[src/rtl/inst_rom_resp.sv]
// Instruction ROM with a side load port and a fixed-latency, single-outstanding
// fetch response (ack/inst/err) after WAIT_CYCLES wait states.
module inst_rom_resp #(
  parameter int DEPTH       = 64,
  parameter int AW          = 6,
  parameter int WAIT_CYCLES = 2
) (
  input  logic          clk,
  input  logic          rst,
  input  logic          ce,
  input  logic          req,
  input  logic [31:0]   addr,
  output logic          ack,
  output logic [31:0]   inst,
  output logic          err,
  input  logic          we,
  input  logic [AW-1:0] waddr,
  input  logic [31:0]   wdata
);

  typedef enum logic [1:0] {IDLE, WAIT, RESP} state_t;

  state_t        state_q;
  logic [3:0]    cnt_q;
  logic [31:0]   addr_q;
  logic          ack_q;
  logic [31:0]   inst_q;
  logic          err_q;
  logic [31:0]   mem_q [DEPTH];

  logic [31:0]   addr_sel;
  logic [AW-1:0] idx_sel;
  logic [31:0]   inst_d;
  logic          err_d;

  // With zero wait states the response is loaded straight from the live address.
  always_comb begin
    addr_sel = (state_q == IDLE) ? addr : addr_q;
    idx_sel  = addr_sel[AW+1:2];
    err_d    = (addr_sel[1:0] != 2'b00) || (|addr_sel[31:AW+2]);
    inst_d   = err_d ? 32'h0 : mem_q[idx_sel];
  end

  always_ff @(posedge clk) begin
    if (we) mem_q[waddr] <= wdata;
  end

  always_ff @(posedge clk or negedge rst) begin
    if (!rst) begin
      state_q <= IDLE;
      cnt_q   <= 4'd0;
      addr_q  <= 32'h0;
      ack_q   <= 1'b0;
      inst_q  <= 32'h0;
      err_q   <= 1'b0;
    end else begin
      case (state_q)
        IDLE: begin
          ack_q <= 1'b0;
          if (ce && req) begin
            addr_q <= addr;
            if (WAIT_CYCLES == 0) begin
              state_q <= RESP;
              ack_q   <= 1'b1;
              inst_q  <= inst_d;
              err_q   <= err_d;
            end else begin
              state_q <= WAIT;
              cnt_q   <= 4'(WAIT_CYCLES);
            end
          end
        end
        WAIT: begin
          if (!ce) begin
            state_q <= IDLE;
            cnt_q   <= 4'd0;
          end else if (cnt_q == 4'd1) begin
            state_q <= RESP;
            cnt_q   <= 4'd0;
            ack_q   <= 1'b1;
            inst_q  <= inst_d;
            err_q   <= err_d;
          end else begin
            cnt_q <= cnt_q - 4'd1;
          end
        end
        RESP: begin
          state_q <= IDLE;
          ack_q   <= 1'b0;
        end
        default: begin
          state_q <= IDLE;
          ack_q   <= 1'b0;
        end
      endcase
    end
  end

  assign ack  = ack_q;
  assign inst = inst_q;
  assign err  = err_q;

endmodule

[config.mk]
export PLATFORM = sky130hd
export DESIGN_NAME = inst_rom_resp
export DESIGN_NICKNAME = d
export VERILOG_FILES = /design/src/rtl/inst_rom_resp.sv
export SDC_FILE = /design/constraint.sdc
export NUM_CORES = 2
export LEC_CHECK = 0
export ABC_AREA = 1
export CORE_UTILIZATION = 40
export CTS_CLUSTER_SIZE = 20
export DETAILED_ROUTE_END_ITERATION = 12
export PLACE_DENSITY_LB_ADDON = 0.3
export SYNTH_ARGS = -nofsm -noshare
export SYNTH_HDL_FRONTEND = slang
export SYNTH_SLANG_ARGS = --single-unit
[constraint.sdc]
create_clock -name clk -period 3.4 [get_ports clk]
set_input_delay 0.85 -clock clk [delete_from_list [all_inputs] [get_ports clk]]
set_output_delay 0.85 -clock clk [all_outputs]
set_load 0.05 [all_outputs]
After elaboration in Yosys (flattened, before gate mapping)

Memories as Yosys holds them, arrays and structs flattened.
Cells that the tools add are included.
W data, S select, Z words.

Add/sub/neg operators: 1
Multiply operators: 0
Div/mod/pow operators: 0
Order comparisons: 0
Eq/ne operators: 6
Shift-type cells: 0
Muxes and demuxes: 15
Bitwise operators: 0
Reductions and logical operators: 11

Operators with widths:

| operator              | count |
|---|---|
| $mux W32              | 2 |
| $reduce_or A24 Y1     | 1 |
| $mux W4               | 3 |
| $pmux W4 S2           | 1 |
| $reduce_and A2 Y1     | 4 |
| $mux W2               | 3 |
| $mux W1               | 5 |
| $eq A4 B1 Y1 const B  | 1 |
| $ne A2 B2 Y1 const B  | 2 |
| $pmux W2 S2           | 1 |
| $reduce_bool A2 Y1    | 2 |
| $sub A4 B1 Y4 const B | 1 |
| $ne A3 B3 Y1 const B  | 1 |
| $reduce_and A3 Y1     | 1 |
| $eq A2 B1 Y1 const B  | 1 |
| $logic_not A2 Y1      | 1 |
| $ne A2 B1 Y1 const B  | 1 |
| $logic_and A1 B1 Y1   | 1 |
| $logic_or A1 B1 Y1    | 1 |

Register bits: 72
Bits in latches: 0
Bits in writable memories: 2,048
Memory bits (read-only): 0
Memories kept: 1

Memory list:

| name  | words | bits a word | rd ports | clocked after Yosys merged registers in | write ports | RTL line | RTL |
|---|---|---|---|---|---|---|---|
| mem_q | 64    | 32          | 1        | 0                                       | 1           | 29       | `logic [31:0] mem_q [DEPTH];` |

Logic depth before layout (Yosys ltp)

Depth in word-level cells: 5
Mapped depth: 15
Mapped depth without buffers: 13

Worst setup path after synthesis

Ideal clock, no wire load.

Path type: input to register
From: input we
To: memory mem_q[48][0], enable pin
Setup time: 0.502 ns
Arrival time: 4.478 ns
Setup slack: -1.580 ns
Stages: 3
Cells stage by stage: clkbuf_1 nand4_1 nor4_1

Longest elaborated chain between the ends: 2

RTL lines:

| element                       | RTL line | RTL |
|---|---|---|
| from (decl)                   | 16       | `input logic we,` |
| $mux W1                       | 45       | `if (we) mem_q[waddr] <= wdata;` |
| $mux W1 (not written as such) | 45       |  |
| to (decl)                     | 29       |  |

Every way passes these cells.

Final worst setup path

From: register inst_q[26], in the netlist inst[26]
To: output inst[26]

RTL lines:

| element                | RTL line | RTL |
|---|---|---|
| from (decl)            | 27       | `logic [31:0] inst_q;` |
| from (signal assigned) | 65       | `inst_q <= inst_d;` |
| from (signal assigned) | 81       | `inst_q <= inst_d;` |
| to (decl)              | 14       | `output logic [31:0] inst,` |

No word-level cell between the ends.

==> flow_metrics.tcl <==
set metrics [dict create \
    r2r_end "inst[14]" \
    cts_tree "yes" \
    crit_path_max_incr_delay_ns 0.91 \
    r2r_cells 15 \
    dieHeight_um 464 \
    finalCriticalPeriod_ns 3.25 \
    hold_class "in -> async" \
    period_share_pct 95.7 \
    synth-seq-area-share_pct 74.3 \
    pin_count 109 \
    grt_start_max_net_pins 73 \
    rows 169 \
    yosys.area.top_type "edfxtp_1" \
    fp.dieW_um 464 \
    wl_um 271000 \
    root_buffer "clkbuf_16" \
    synth_top_area_share_pct 72.2 \
    slew_viol_final 0 \
    p_per_area_mw_per_mm2 698 \
    synth.area.top_cells "edfxtp_1, nand3_1, nand2_1, buf_2, dfrtp_1" \
    start_kind "register" \
    port_buffers 108 \
    fin_ws_ns 0.145 \
    fp.coreArea_mm2 0.212 \
    fillers 18400 \
    reg2reg_slack_ns 0.35 \
    vias_per_cell 5.67 \
    post-place-ws_ns -0.199 \
    die_area_mm2 0.215 \
    track_usage_pct 24.8 \
    area_growth_pct 19.4 \
    setup_viol 0 \
    finalSetupTns_ns 0 \
    grt_overflow_total 0 \
    p_leak_nw 35.7 \
    synth.avg_cell_area_um2 12.2 \
    vias 58900 \
    clock_sinks 2120 \
    yosys_warnings 0 \
    multi_input_area_mm2 0.0200 \
    final_nets 7461 \
    path_cells "clkdlybuf4s50_1" \
    finClkSkew_ns 0.0616 \
    antenna_left 0 \
    drive_gt1_share_pct 13.2 \
    postCtsHoldBufs 0 \
    grt_pass1_wl_um 392000 \
    crit_type "reg -> out" \
    rr_startpoint "state_q[1]" \
    insertion_delay_ns 0.88 \
    crit_buf_inv 1 \
    ys_ff_latch 2120 \
    outcome "complete, no violations" \
    rsz0062_at_grt "false" \
    ys_types 28 \
    cp_slowest_cell "clkdlybuf4s50_1" \
    maxSlewHeadroom_pct 27.7 \
    synthCells 6995 \
    path_clk_slew_ns 0.06 \
    cap_viol_max_count 0 \
    critPathTopFamily "buffers and inverters" \
    post-dp-hpwl_um 158000 \
    syn-num-nets 7072 \
    htreeDepth 4 \
    cp.required_ns 2.55 \
    irDropWorstVdd_uv 506 \
    drc 0 \
    cts_buffer_depth 3 \
    cp-end-kind "primary output" \
    crit_fanout 3 \
    gp_congestion 0.893 \
    syn_area_mm2 0.0852 \
    drt_iter0_markers 7409 \
    cp.arrival_ns 2.40 \
    antenna_found_initial 8 \
    worst_slew_pin_slew_ns 1.08 \
    fmax_mhz 307 \
    cts_buffers 212 \
    finalHoldViolations 0 \
    avgRoutedWirePerCell_um 26.0 \
    regArea_mm2 0.0633 \
    grt_pass1_vias 56700 \
    utilization_pct 48.0 \
    initial_core_util_pct 40.2 \
    dr.pass1.iters 6 \
]
[flip-flops by register name, summed over array words and instances, names as in the netlist]
register,count
cnt_q,4
mem_q,2048
addr_q,32
ack,1
inst,32
state_q,2
err,1
[layer usage]
metal | share of wire (%) | vias to the layer above | track usage (%)
met4 | 4.3 | 8 | 10.2
li1 | - | 26000 | -
met2 | 46 | 3216 | 38.9
met1 | 40 | 29300 | 34.2
met3 | 9.5 | 462 | 4.31
met5 | 0.019 | - | 0
[Yosys cell counts (all sizes together)]
cell and count:
a21oi 6, buf 408, clkbuf 71, dfrtp 72, edfxtp 2048, ha 2
inv 68, mux2 14, nand2 1918, nand3 2256, nand3b 1, nand4 12
nor2 74, nor3 2, nor4 16, o21ai 22, o221ai 1, o22ai 2
xnor2 1, xor2 1
[metrics by stage]
step,std cells,instance area (um2),hold WS [ns],total power [mW]
global placement,9991,94600,0.466,47.3
floorplan,6995,85300,0.453,39.0
global route,10400,102000,0.0688,73.4
CTS,10400,102000,0.0304,71.0
detailed placement,9991,94600,0.475,47.4
finish,10400,102000,0.0391,71.1
[cell type report]
cell class	instances	area share, %
multi-input combinational	4328	19.7
clock buffer	264	5.47
timing repair buffer	654	7.36
inverter	68	0.263
sequential	2120	62.2
clock inverter	139	1.52
antenna	5	0.0123
tap	2821	3.47
[how the worst max path moves through the flow]
stage / from / to / cells after the start
2_1_floorplan: we / mem_q[48][0] / 3
3_3_place_gp: addr[2] / inst[26] / 16
3_5_place_dp: addr[2] / inst[18] / 15
4_1_cts: inst[26] / inst[26] / 1
5_1_grt: inst[26] / inst[26] / 1
6_report: inst[26] / inst[26] / 1
[cell families after synthesis]
kind of cell               after synthesis  share of synthesized area [%]
AOI/OAI and AO/OA                       31                          0.203
xor gates and xnor gates                 2                         0.0206
adders and majority gates                2                         0.0294
and+or+nand+nor                       4279                           22.3
buffers and inverters                  547                           2.98
DFF                                   2120                           74.3
muxes                                   14                          0.185
[placed cells by master, fill, tap and decap left out, types with 2 or more instances in the layout]
cell type | netlist | layout
nand3_1 | 2256 | 2255
edfxtp_1 | 2048 | 2048
nand2_1 | 1912 | 1911
buf_4 | 2 | 349
clkbuf_16 | 0 | 212
buf_12 | 0 | 198
clkdlybuf4s50_1 | 0 | 74
dfrtp_1 | 72 | 72
inv_1 | 63 | 62
nor2_4 | 1 | 58
clkbuf_1 | 71 | 45
clkinv_2 | 0 | 45
clkinv_1 | 0 | 38
buf_2 | 383 | 32
bufinv_16 | 0 | 25
o21ai_0 | 17 | 16
nor2_1 | 73 | 16
mux2_2 | 14 | 14
nand4_1 | 12 | 12
clkinvlp_4 | 0 | 12
nor4_4 | 0 | 8
nor4_1 | 16 | 8
clkbuf_8 | 0 | 7
a21oi_1 | 6 | 6
o21ai_4 | 0 | 6
inv_6 | 0 | 6
diode_2 | 0 | 5
clkinv_16 | 0 | 5
inv_2 | 5 | 4
nand2_8 | 0 | 4
clkinv_8 | 0 | 4
nand2_4 | 2 | 3
inv_16 | 0 | 3
o22ai_1 | 2 | 2
inv_8 | 0 | 2
nor3_1 | 2 | 2
ha_1 | 2 | 2
[repair_timing]
item / in CTS / in global routing
buffers inserted: 0 / 0
hold endpoints to repair: 0 / 0
gates resized for setup: 1 / 0
setup endpoints to repair: 1 / 0
[power breakdown]
group / total, mW / internal, mW / switching [mW]
sequential: 29.1 / 29.0 / 0.133
clock: 23.8 / 13.6 / 10.2
combinational: 18.2 / 6.07 / 12.1
total: 71.1 / 48.6 / 22.4
No activity file was read; power rests on OpenSTA's default activity.
